`src/rtl/uart_pkg.sv`:
```
// Shared UART definitions: state encodings (common with the receiver), data width
// and the clock-to-baud tick calculation.
package uart_pkg;

   typedef enum logic [2:0] {
      ST_IDLE   = 3'd0,
      ST_START  = 3'd1,
      ST_DATA   = 3'd2,
      ST_PARITY = 3'd3,
      ST_STOP   = 3'd5
   } uart_state_t;

   localparam int NUM_DATA_BITS = 8;
   localparam int TICK_WIDTH    = 16;

   function automatic int ticks_per_bit(input int clk_hz, input int baud);
      return clk_hz / baud;
   endfunction

endpackage

```
`src/rtl/uart_tx_if.sv`:
```
// Byte handshake between host-side logic (master) and the UART transmitter (slave).
interface uart_tx_if;
   import uart_pkg::*;

   logic                     valid;
   logic [NUM_DATA_BITS-1:0] data;
   logic                     ready;

   modport master (output valid, output data, input ready);
   modport slave  (input valid, input data, output ready);

endinterface

```
`src/rtl/uart_baud_tick.sv`:
```
// Bit-period counter: counts 0..TICKS_PER_BIT-1 while enabled, pulses bit_end on the
// last tick of each bit. Shared with the UART receiver.
module uart_baud_tick
   import uart_pkg::*;
#(
   parameter int TICKS_PER_BIT = 8
)(
   input  logic clk,
   input  logic rst_n,
   input  logic clear,
   input  logic enable,
   output logic bit_end
);

   localparam logic [TICK_WIDTH-1:0] LAST_TICK = TICK_WIDTH'(TICKS_PER_BIT - 1);

   logic [TICK_WIDTH-1:0] tick_count_reg;

   assign bit_end = enable && !clear && (tick_count_reg == LAST_TICK);

   always_ff @(posedge clk or negedge rst_n) begin
      if (!rst_n) begin
         tick_count_reg <= '0;
      end else if (clear || bit_end) begin
         tick_count_reg <= '0;
      end else if (enable) begin
         tick_count_reg <= tick_count_reg + 1'b1;
      end
   end

endmodule

```
`src/rtl/uart_tx.sv`:
```
// UART transmitter, 8N1/8N2 by default; defining UART_TX_PARITY_EN inserts an
// even/odd parity bit (PARITY_ODD) between data bit 7 and the stop bit(s).
module uart_tx
   import uart_pkg::*;
#(
   parameter int CLK_FREQUENCY  = 66_000_000,
   parameter int UART_FREQUENCY = 921_600,
   parameter int STOP_BITS      = 1
`ifdef UART_TX_PARITY_EN
   ,
   parameter int PARITY_ODD     = 0
`endif
)(
   input  logic     clk,
   input  logic     rst_n,
   uart_tx_if.slave bus,
   output logic     busy,
   output logic     tx
);

   localparam int             TICKS_PER_BIT = ticks_per_bit(CLK_FREQUENCY, UART_FREQUENCY);
   localparam logic [2:0]     LAST_DATA_BIT = 3'(NUM_DATA_BITS - 1);
   localparam logic [2:0]     LAST_STOP_BIT = 3'(STOP_BITS - 1);

   generate
      if (TICKS_PER_BIT < 2 || TICKS_PER_BIT > 65535) begin : g_bad_ticks
         $error("uart_tx: TICKS_PER_BIT=%0d outside 2..65535", TICKS_PER_BIT);
      end
      if (STOP_BITS != 1 && STOP_BITS != 2) begin : g_bad_stop
         $error("uart_tx: STOP_BITS=%0d must be 1 or 2", STOP_BITS);
      end
   endgenerate

   uart_state_t              state_reg;
   logic [NUM_DATA_BITS-1:0] sh_reg;
   logic [2:0]               bit_count_reg;
   logic                     ready_reg;
   logic                     busy_reg;
   logic                     tx_reg;
   logic                     bit_end;
   logic                     tick_clear;
`ifdef UART_TX_PARITY_EN
   logic                     parity_reg;
`endif

   assign tick_clear = (state_reg == ST_IDLE);
   assign bus.ready  = ready_reg;
   assign busy       = busy_reg;
   assign tx         = tx_reg;

   uart_baud_tick #(
      .TICKS_PER_BIT (TICKS_PER_BIT)
   ) u_baud_tick (
      .clk     (clk),
      .rst_n   (rst_n),
      .clear   (tick_clear),
      .enable  (1'b1),
      .bit_end (bit_end)
   );

   // tx is loaded one bit ahead so it changes on the same edge as the state.
   always_ff @(posedge clk or negedge rst_n) begin
      if (!rst_n) begin
         state_reg     <= ST_IDLE;
         sh_reg        <= '0;
         bit_count_reg <= '0;
         ready_reg     <= 1'b0;
         busy_reg      <= 1'b0;
         tx_reg        <= 1'b1;
`ifdef UART_TX_PARITY_EN
         parity_reg    <= 1'b0;
`endif
      end else begin
         case (state_reg)
            ST_IDLE: begin
               ready_reg <= 1'b1;
               if (bus.valid && ready_reg) begin
                  state_reg  <= ST_START;
                  sh_reg     <= bus.data;
                  tx_reg     <= 1'b0;
                  ready_reg  <= 1'b0;
                  busy_reg   <= 1'b1;
`ifdef UART_TX_PARITY_EN
                  parity_reg <= (^bus.data) ^ PARITY_ODD[0];
`endif
               end
            end
            ST_START: begin
               if (bit_end) begin
                  state_reg     <= ST_DATA;
                  bit_count_reg <= '0;
                  tx_reg        <= sh_reg[0];
               end
            end
            ST_DATA: begin
               if (bit_end) begin
                  sh_reg        <= {1'b0, sh_reg[NUM_DATA_BITS-1:1]};
                  bit_count_reg <= bit_count_reg + 3'd1;
                  if (bit_count_reg == LAST_DATA_BIT) begin
                     bit_count_reg <= '0;
`ifdef UART_TX_PARITY_EN
                     state_reg     <= ST_PARITY;
                     tx_reg        <= parity_reg;
`else
                     state_reg     <= ST_STOP;
                     tx_reg        <= 1'b1;
`endif
                  end else begin
                     tx_reg <= sh_reg[1];
                  end
               end
            end
`ifdef UART_TX_PARITY_EN
            ST_PARITY: begin
               if (bit_end) begin
                  state_reg     <= ST_STOP;
                  bit_count_reg <= '0;
                  tx_reg        <= 1'b1;
               end
            end
`endif
            ST_STOP: begin
               if (bit_end) begin
                  if (bit_count_reg == LAST_STOP_BIT) begin
                     state_reg <= ST_IDLE;
                     ready_reg <= 1'b1;
                     busy_reg  <= 1'b0;
                  end else begin
                     bit_count_reg <= bit_count_reg + 3'd1;
                  end
               end
            end
            default: begin
               state_reg <= ST_IDLE;
               ready_reg <= 1'b0;
               busy_reg  <= 1'b0;
               tx_reg    <= 1'b1;
            end
         endcase
      end
   end

endmodule

```
`src/flat_wrapper.sv`:
```
// flat-port wrapper written by rule: the top's interface ports become plain ports
module uart_tx_flat import uart_pkg::*;
#(
   parameter int CLK_FREQUENCY  = 66_000_000,
   parameter int UART_FREQUENCY = 921_600,
   parameter int STOP_BITS      = 1

)
  (clk, rst_n, busy, tx, bus_valid, bus_data, bus_ready);
  uart_tx_if bus_i ();
  input  logic clk;
  input  logic rst_n;
  output logic busy;
  output logic tx;
  input wire logic [$bits(bus_i.valid)-1:0] bus_valid;
  input wire logic [$bits(bus_i.data)-1:0] bus_data;
  output wire logic [$bits(bus_i.ready)-1:0] bus_ready;
  assign bus_i.valid = bus_valid;
  assign bus_i.data = bus_data;
  assign bus_ready = bus_i.ready;
  uart_tx #(.CLK_FREQUENCY(CLK_FREQUENCY), .UART_FREQUENCY(UART_FREQUENCY), .STOP_BITS(STOP_BITS)) u_core (.clk(clk), .rst_n(rst_n), .bus(bus_i), .busy(busy), .tx(tx));
endmodule
```
`config.mk`:
```
export PLATFORM = sky130hd
export DESIGN_NAME = uart_tx_flat
export DESIGN_NICKNAME = d
export VERILOG_FILES = /design/src/rtl/uart_pkg.sv /design/src/rtl/uart_tx_if.sv /design/src/rtl/uart_baud_tick.sv /design/src/rtl/uart_tx.sv /design/src/flat_wrapper.sv
export SDC_FILE = /design/constraint.sdc
export NUM_CORES = 1
export LEC_CHECK = 0
export BUFFER_PORTS_ARGS = -buffer_cell sky130_fd_sc_hd__buf_2
export CORE_MARGIN = 5
export CORE_UTILIZATION = 50
export DETAILED_ROUTE_END_ITERATION = 16
export PLACE_DENSITY = 0.64
export SLEW_MARGIN = 0
export SYNTH_ARGS = -nofsm -noshare
export SYNTH_HDL_FRONTEND = slang
export SYNTH_HIERARCHICAL = 1
export SYNTH_SLANG_ARGS = --single-unit
```
`constraint.sdc`:
```
create_clock -name clk -period 3 [get_ports clk]
set_clock_uncertainty 0.2 [all_clocks]
set_input_delay 0.3 -clock clk [delete_from_list [all_inputs] [get_ports clk]]
set_output_delay 0.3 -clock clk [all_outputs]
set_load 0.02 [all_outputs]
```
==> impl_metrics.tcl, run 1 <==
set metrics [dict create \
    status "completed" \
    holdWs_ns 0.0873 \
    cts_setup_buffers 0 \
    post-route-util_pct 58.0 \
    hold_class "in2reg" \
    crit_path_end_kind "flop" \
    post_drt_via_cell_ratio 5.70 \
    final_nets 218 \
    slew_violations 0 \
    die_y_um 71.8 \
    grt.met1_usage_pct 18.0 \
    syn_area_per_cell_um2 10.3 \
    crit_fanout 8 \
    synthArstFlopShare_pct 100 \
    clock_sinks 33 \
    gp_congestion 0.753 \
    ant_nets 0 \
    fin_ws_ns 0.471 \
    yosys-top-cells-area "dfrtp_1, mux2_2, xnor2_1" \
    cp-start-kind "flop" \
    max_freq_mhz 395 \
    cts_inserted_buffers 5 \
    start_util_pct 51.8 \
    rows 22 \
    hold_viol_final 0 \
    cts_buffer_depth 2 \
    coreArea_um2 3690 \
    synth_cell_type_count 43 \
    drc 0 \
    min_period_ns 2.53 \
    synth_nets 201 \
    routed_wl_mm 3.81 \
    gr-max-usage-layer "met2" \
    gr-total-overflow 0 \
    syn_to_final_growth_pct 11.8 \
    clk_latency_ns 0.29 \
    num_antenna_cells 0 \
    yosysTopAreaCellShare_pct 41.9 \
    power_per_cell_area_nw_per_um2 633 \
    grt_use_met2_pct 27.8 \
    ys.flop_type "dfrtp_1" \
    grt_pass1_wl_mm 6.62 \
    final.period_utilization_pct 84.3 \
    worstPathRequired_ns 2.97 \
    cp.arrival_ns 2.50 \
    use_met3_pct 4.77 \
    port_buffers 13 \
    rr_worst_depth 6 \
    track_usage_pct 16.1 \
    hold_depth 3 \
    synth_edf_count 0 \
    ios 14 \
    leakage_nw 0.949 \
    vias 1431 \
    cts_tree "done" \
    dp_cells 242 \
    slew-limit-headroom_pct 50.5 \
    drt_iter0_drc 78 \
    die_w_um 71.8 \
    worstSetupPathType "reg2reg" \
    drive_above_1_share_pct 22.7 \
    stdcell_count 251 \
    yosysTopAreaCell "dfrtp_1" \
    largest_reg_flops 16 \
    wl_per_cell_um 15.2 \
    cts-root-buf "clkbuf_8" \
    syn_inst 185 \
    setup_viol 0 \
    hpwlAfterDp_mm 2.57 \
    grt_start_max_net_pins 34 \
    dr.pass1.iters 4 \
    pre_cts_ws_ns 0.499 \
    antenna_found_initial 0 \
    yosys_warnings 6 \
    max_slew.worst_pin.slew_ns 0.743 \
    yosysSeqAreaShare_pct 43.3 \
    path_clk_slew_ns 0.07 \
    fin_tns_setup_ns 0 \
    ir_drop_v 0.000349 \
    grt_pass1_vias 1502 \
    rsz0062_at_grt "false" \
    yosys_register_bits 33 \
    drv_cap 0 \
    htreeDepth 2 \
    syn_area_um2 1910 \
    die_area_um2 5160 \
]
[area by class of cell]
| class | instances | area [um2] |
|---|---|---|
| flip-flops and latches | 33 | 827 |
| clock buffers | 7 | 86.3 |
| fillers | 332 | 1550 |
| repair buffers | 19 | 113 |
| clock inverters | 1 | 30.0 |
| inverters | 11 | 41.3 |
| multi-input cells | 132 | 981 |
| well taps | 48 | 60.1 |
[worst max-delay path, cell delays in order, from the launching register on]
cell and delay, ns:
dfrtp_1 0.43, nor4_1 0.28, nand3_1 0.19, nor3_1 0.34, nand2_2 0.11, a211oi_4 0.45
mux2_2 0.39
[per-stage QoR]
step	total power, W	instance area (um2)
2_1_floorplan	0.000842	1910
3_3_place_gp	0.000913	2010
3_5_place_dp	0.000932	2010
4_1_cts	0.00137	2140
5_1_grt	0.00144	2140
6_report	0.00135	2140
[metal layers]
layer | part of all wire (%) | up-vias
li1 | - | 687
met1 | 43 | 703
met2 | 50 | 30
met3 | 4.6 | 11
met4 | 2.2 | 0
met5 | 0 | -
[cell usage after synthesis, types with 3 or more instances]
master,instances
dfrtp_1,32
nor2_1,17
mux2_2,15
inv_1,11
nand2_1,9
nand3_1,8
xnor2_1,8
nand4_1,7
xor2_1,7
nor4_1,6
o21ai_0,6
ha_1,5
a21oi_1,4
buf_2,4
nor3_1,4
and3_1,3
mux2i_1,3
nand3b_1,3
nor4b_1,3
[logic make-up after synthesis]
kind of cell             synth area share, %
XOR/XNOR                                6.87
buffers and inverters                   5.43
AO/OA/AOI/OAI                           9.49
other                                  0.196
flip-flops                              43.3
AND/OR/NAND/NOR                         21.1
adder cells (fa/ha/maj)                 3.27
multiplexers                            10.4
[layout by cell type (no fill, tap or decap), drive strengths merged, types with 2 or more instances in the layout]
cell / count
nor2: 17
nor3: 4
a211oi: 3
nand3b: 4
xor2: 7
xnor2: 8
nor2b: 2
and4: 2
and3b: 2
nor4b: 3
nor4: 6
a21oi: 4
mux2: 15
ha: 5
nand4: 7
mux2i: 3
dfrtp: 32
and3: 3
clkbuf: 7
nand2: 10
inv: 11
buf: 18
nand3: 8
o21ai: 6
[power breakdown]
part	switching [W]	leakage (nW)	internal, W	total [W]
sequential	0.0000947	0.413	0.000514	0.000609
clock	0.000158	0.0585	0.000271	0.000428
combinational	0.000181	0.478	0.000136	0.000317
total	0.000433	0.949	0.000921	0.00135
[what timing repair did]
| action | 4_1_cts | 5_1_grt |
|---|---|---|
| gates resized for setup | 0 | 0 |
| endpoints found under the setup margin | 0 | 0 |
| hold buffers | 1 | 0 |
| endpoints found under the hold margin | 32 | 0 |
[worst paths after layout]
check | startpoint | to | slack (ns)
max in group asynchronous | rst_n | u_core/u_baud_tick/tick_count_reg[13]$_DFFE_PN0P_ | 1.71
min reg2reg | u_core/sh_reg[4]$_DFFE_PN0P_ | u_core/sh_reg[4]$_DFFE_PN0P_ | 0.31
max reg2reg | u_core/u_baud_tick/tick_count_reg[8]$_DFFE_PN0P_ | u_core/sh_reg[5]$_DFFE_PN0P_ | 0.47
min | bus_data[7] | u_core/sh_reg[7]$_DFFE_PN0P_ | 0.09
min in group asynchronous | rst_n | u_core/sh_reg[4]$_DFFE_PN0P_ | 0.41
max | u_core/u_baud_tick/tick_count_reg[8]$_DFFE_PN0P_ | u_core/sh_reg[5]$_DFFE_PN0P_ | 0.47
(Power assumes the default switching activity.)
==> run 2, diff against run 1 <==
==> constraint.sdc (replaced) <==
create_clock -name clk -period 2.5 [get_ports clk]
set_clock_uncertainty 0.2 [all_clocks]
set_input_delay 0.25 -clock clk [delete_from_list [all_inputs] [get_ports clk]]
set_output_delay 0.25 -clock clk [all_outputs]
set_load 0.02 [all_outputs]
==> run 2 against run 1 <==
  * Via count down 1.6%
  * Global-route usage down 0.49 points
  * First-iteration DRC count up 59%
  * Non-clock buffer count up 4
  * Clock power down 12%
  * Critical endpoint is now u_core/sh_reg[1]$_DFFE_PN0P_
  * Largest cell class unchanged
==> impl_metrics.tcl, run 2 (same netlist as run 1, synthesis figures left out) <==
set metrics [dict create \
    status "completed" \
    grt_pass1_wl_mm 6.38 \
    die_y_um 71.8 \
    path_clk_slew_ns 0.07 \
    crit_fanout 7 \
    slowest_stage "dfrtp_1" \
    hold_depth 3 \
    die_w_um 71.8 \
    clock_sinks 33 \
    crit_path_end_kind "flop" \
    ir_drop_v 0.000410 \
    hold_viol_final 0 \
    num_antenna_cells 0 \
    cts-root-buf "clkbuf_8" \
    dr.pass1.iters 4 \
    max_freq_mhz 433 \
    hold_class "in2reg" \
    power_per_cell_area_nw_per_um2 704 \
    min_period_ns 2.31 \
    start_util_pct 51.8 \
    final_common_cell "dfrtp_1" \
    crit_path_max_incr_delay_ns 0.42 \
    cts_buffer_depth 2 \
    timing.rr.start "u_core/u_baud_tick/tick_count_reg[13]$_DFFE_PN0P_" \
    largest_reg_flops 16 \
    fin_tns_setup_ns 0 \
    cp.depth 7 \
    drv_cap 0 \
    coreArea_um2 3690 \
    ios 14 \
    htreeDepth 2 \
    cts_tree "done" \
    critPathTopFamily "simple AND/OR/NAND/NOR gates" \
    grt_pass1_vias 1455 \
    slew-limit-headroom_pct 50.7 \
    antenna_found_initial 0 \
    vias 1408 \
    worstPathRequired_ns 2.47 \
    gp_congestion 0.791 \
    crit_buf_inv 1 \
    crit_chain "nor4_1, nand3_1, nor3_2, nand2_2, a211oi_4, buf_4, mux2_2" \
    track_usage_pct 15.6 \
    setup_viol 0 \
    rsz0062_at_grt "false" \
    slew_violations 0 \
    cp.arrival_ns 2.28 \
    drive_above_1_share_pct 24.6 \
    cts_resized 0 \
    clk_latency_ns 0.28 \
    nFillCells 323 \
    holdWs_ns 0.0378 \
    final_nets 222 \
    cts_inserted_buffers 5 \
    reg2reg_to "u_core/sh_reg[1]$_DFFE_PN0P_" \
    worstHoldStart "bus_data[7]" \
    rr_worst_depth 7 \
    holdPathEnd "u_core/sh_reg[7]$_DFFE_PN0P_" \
    worstSetupPathType "reg2reg" \
    die_area_um2 5160 \
    rrSetupSlack_ns 0.19 \
    post_drt_via_cell_ratio 5.52 \
    final.period_utilization_pct 92.4 \
    grt_start_max_net_pins 34 \
    rows 22 \
    drt_iter0_drc 124 \
    max_slew.worst_pin.slew_ns 0.739 \
    mostFrequentLayoutCells "dfrtp_1, nor2_1, mux2_2, buf_2, inv_1" \
    gr-total-overflow 0 \
    port_buffers 13 \
    cp-start-kind "flop" \
    routed_wl_mm 3.63 \
    drc 0 \
    wl_per_cell_um 14.2 \
    leakage_nw 0.957 \
    ant_nets 0 \
    syn_to_final_growth_pct 11.9 \
    hpwlAfterDp_mm 2.55 \
]
[run 2: stage by stage]
step / total power, W / std cells / instance area [um2] / worst slack [ns] / utilization (%)
after floorplan: 0.00102 / 185 / 1930 / 0.0429 / -
after global placement: 0.00111 / 244 / 2030 / 0.181 / 55.1
after detailed placement: 0.00113 / 244 / 2030 / 0.0869 / 55.1
after CTS: 0.00152 / 253 / 2120 / 0.0813 / 57.6
after global routing: 0.00162 / 255 / 2140 / 0.0306 / 58.0
final: 0.00151 / 255 / 2140 / 0.190 / 58.0
[run 2: per-layer routing]
layer	global-route usage (%)	wire length [um]	vias up
met1	17.8	1540	683
li1	-	-	696
met2	27.3	1910	27
met4	5.64	17	0
met5	0	0	-
met3	4.77	168	2
[run 2: worst max-delay path by stage]
stage / from / to / slack (ns)
finish: u_core/u_baud_tick/tick_count_reg[13]$_DFFE_PN0P_ / u_core/sh_reg[1]$_DFFE_PN0P_ / 0.19
global route: u_core/u_baud_tick/tick_count_reg[12]$_DFFE_PN0P_ / u_core/tx$_DFFE_PN1P_ / 0.03
CTS: u_core/u_baud_tick/tick_count_reg[13]$_DFFE_PN0P_ / u_core/sh_reg[1]$_DFFE_PN0P_ / 0.08
detailed placement: u_core/u_baud_tick/tick_count_reg[13]$_DFFE_PN0P_ / u_core/sh_reg[1]$_DFFE_PN0P_ / 0.09
global placement: u_core/u_baud_tick/tick_count_reg[13]$_DFFE_PN0P_ / u_core/sh_reg[3]$_DFFE_PN0P_ / 0.18
floorplan: u_core/state_reg[2]$_DFFE_PN0P_ / u_core/sh_reg[0]$_DFFE_PN0P_ / 0.04
[run 2: final cells by class]
cell class                      count  area, um2  area share [%]
Timing Repair Buffer               23        143            6.67
Sequential cell                    33        827            38.7
Multi-Input combinational cell    132        986            46.1
Tap cell                           48       60.1            2.81
Clock buffer                        6       72.6            3.39
Clock inverter                      2       10.0           0.468
Inverter                           11       41.3            1.93
[run 2: what timing repair did]
item / 4_1_cts / 5_1_grt
setup endpoints to repair: 0 / 10
setup buffers: 0 / 2
hold buffers: 1 / 0
hold endpoints to repair: 32 / 0
[run 2: worst reg2reg max path: stages, from the launching register on]
cell and delay, ns:
dfrtp_1 0.42, nor4_1 0.30, nand3_1 0.16, nor3_2 0.26, nand2_2 0.09, a211oi_4 0.24, buf_4 0.19, mux2_2 0.34
[run 2: where the power goes]
group          total, W  switching, W  internal [W]
registers      0.000727      0.000111      0.000617
logic          0.000401      0.000221      0.000180
clock network  0.000377      0.000185      0.000193
total           0.00151      0.000516      0.000989
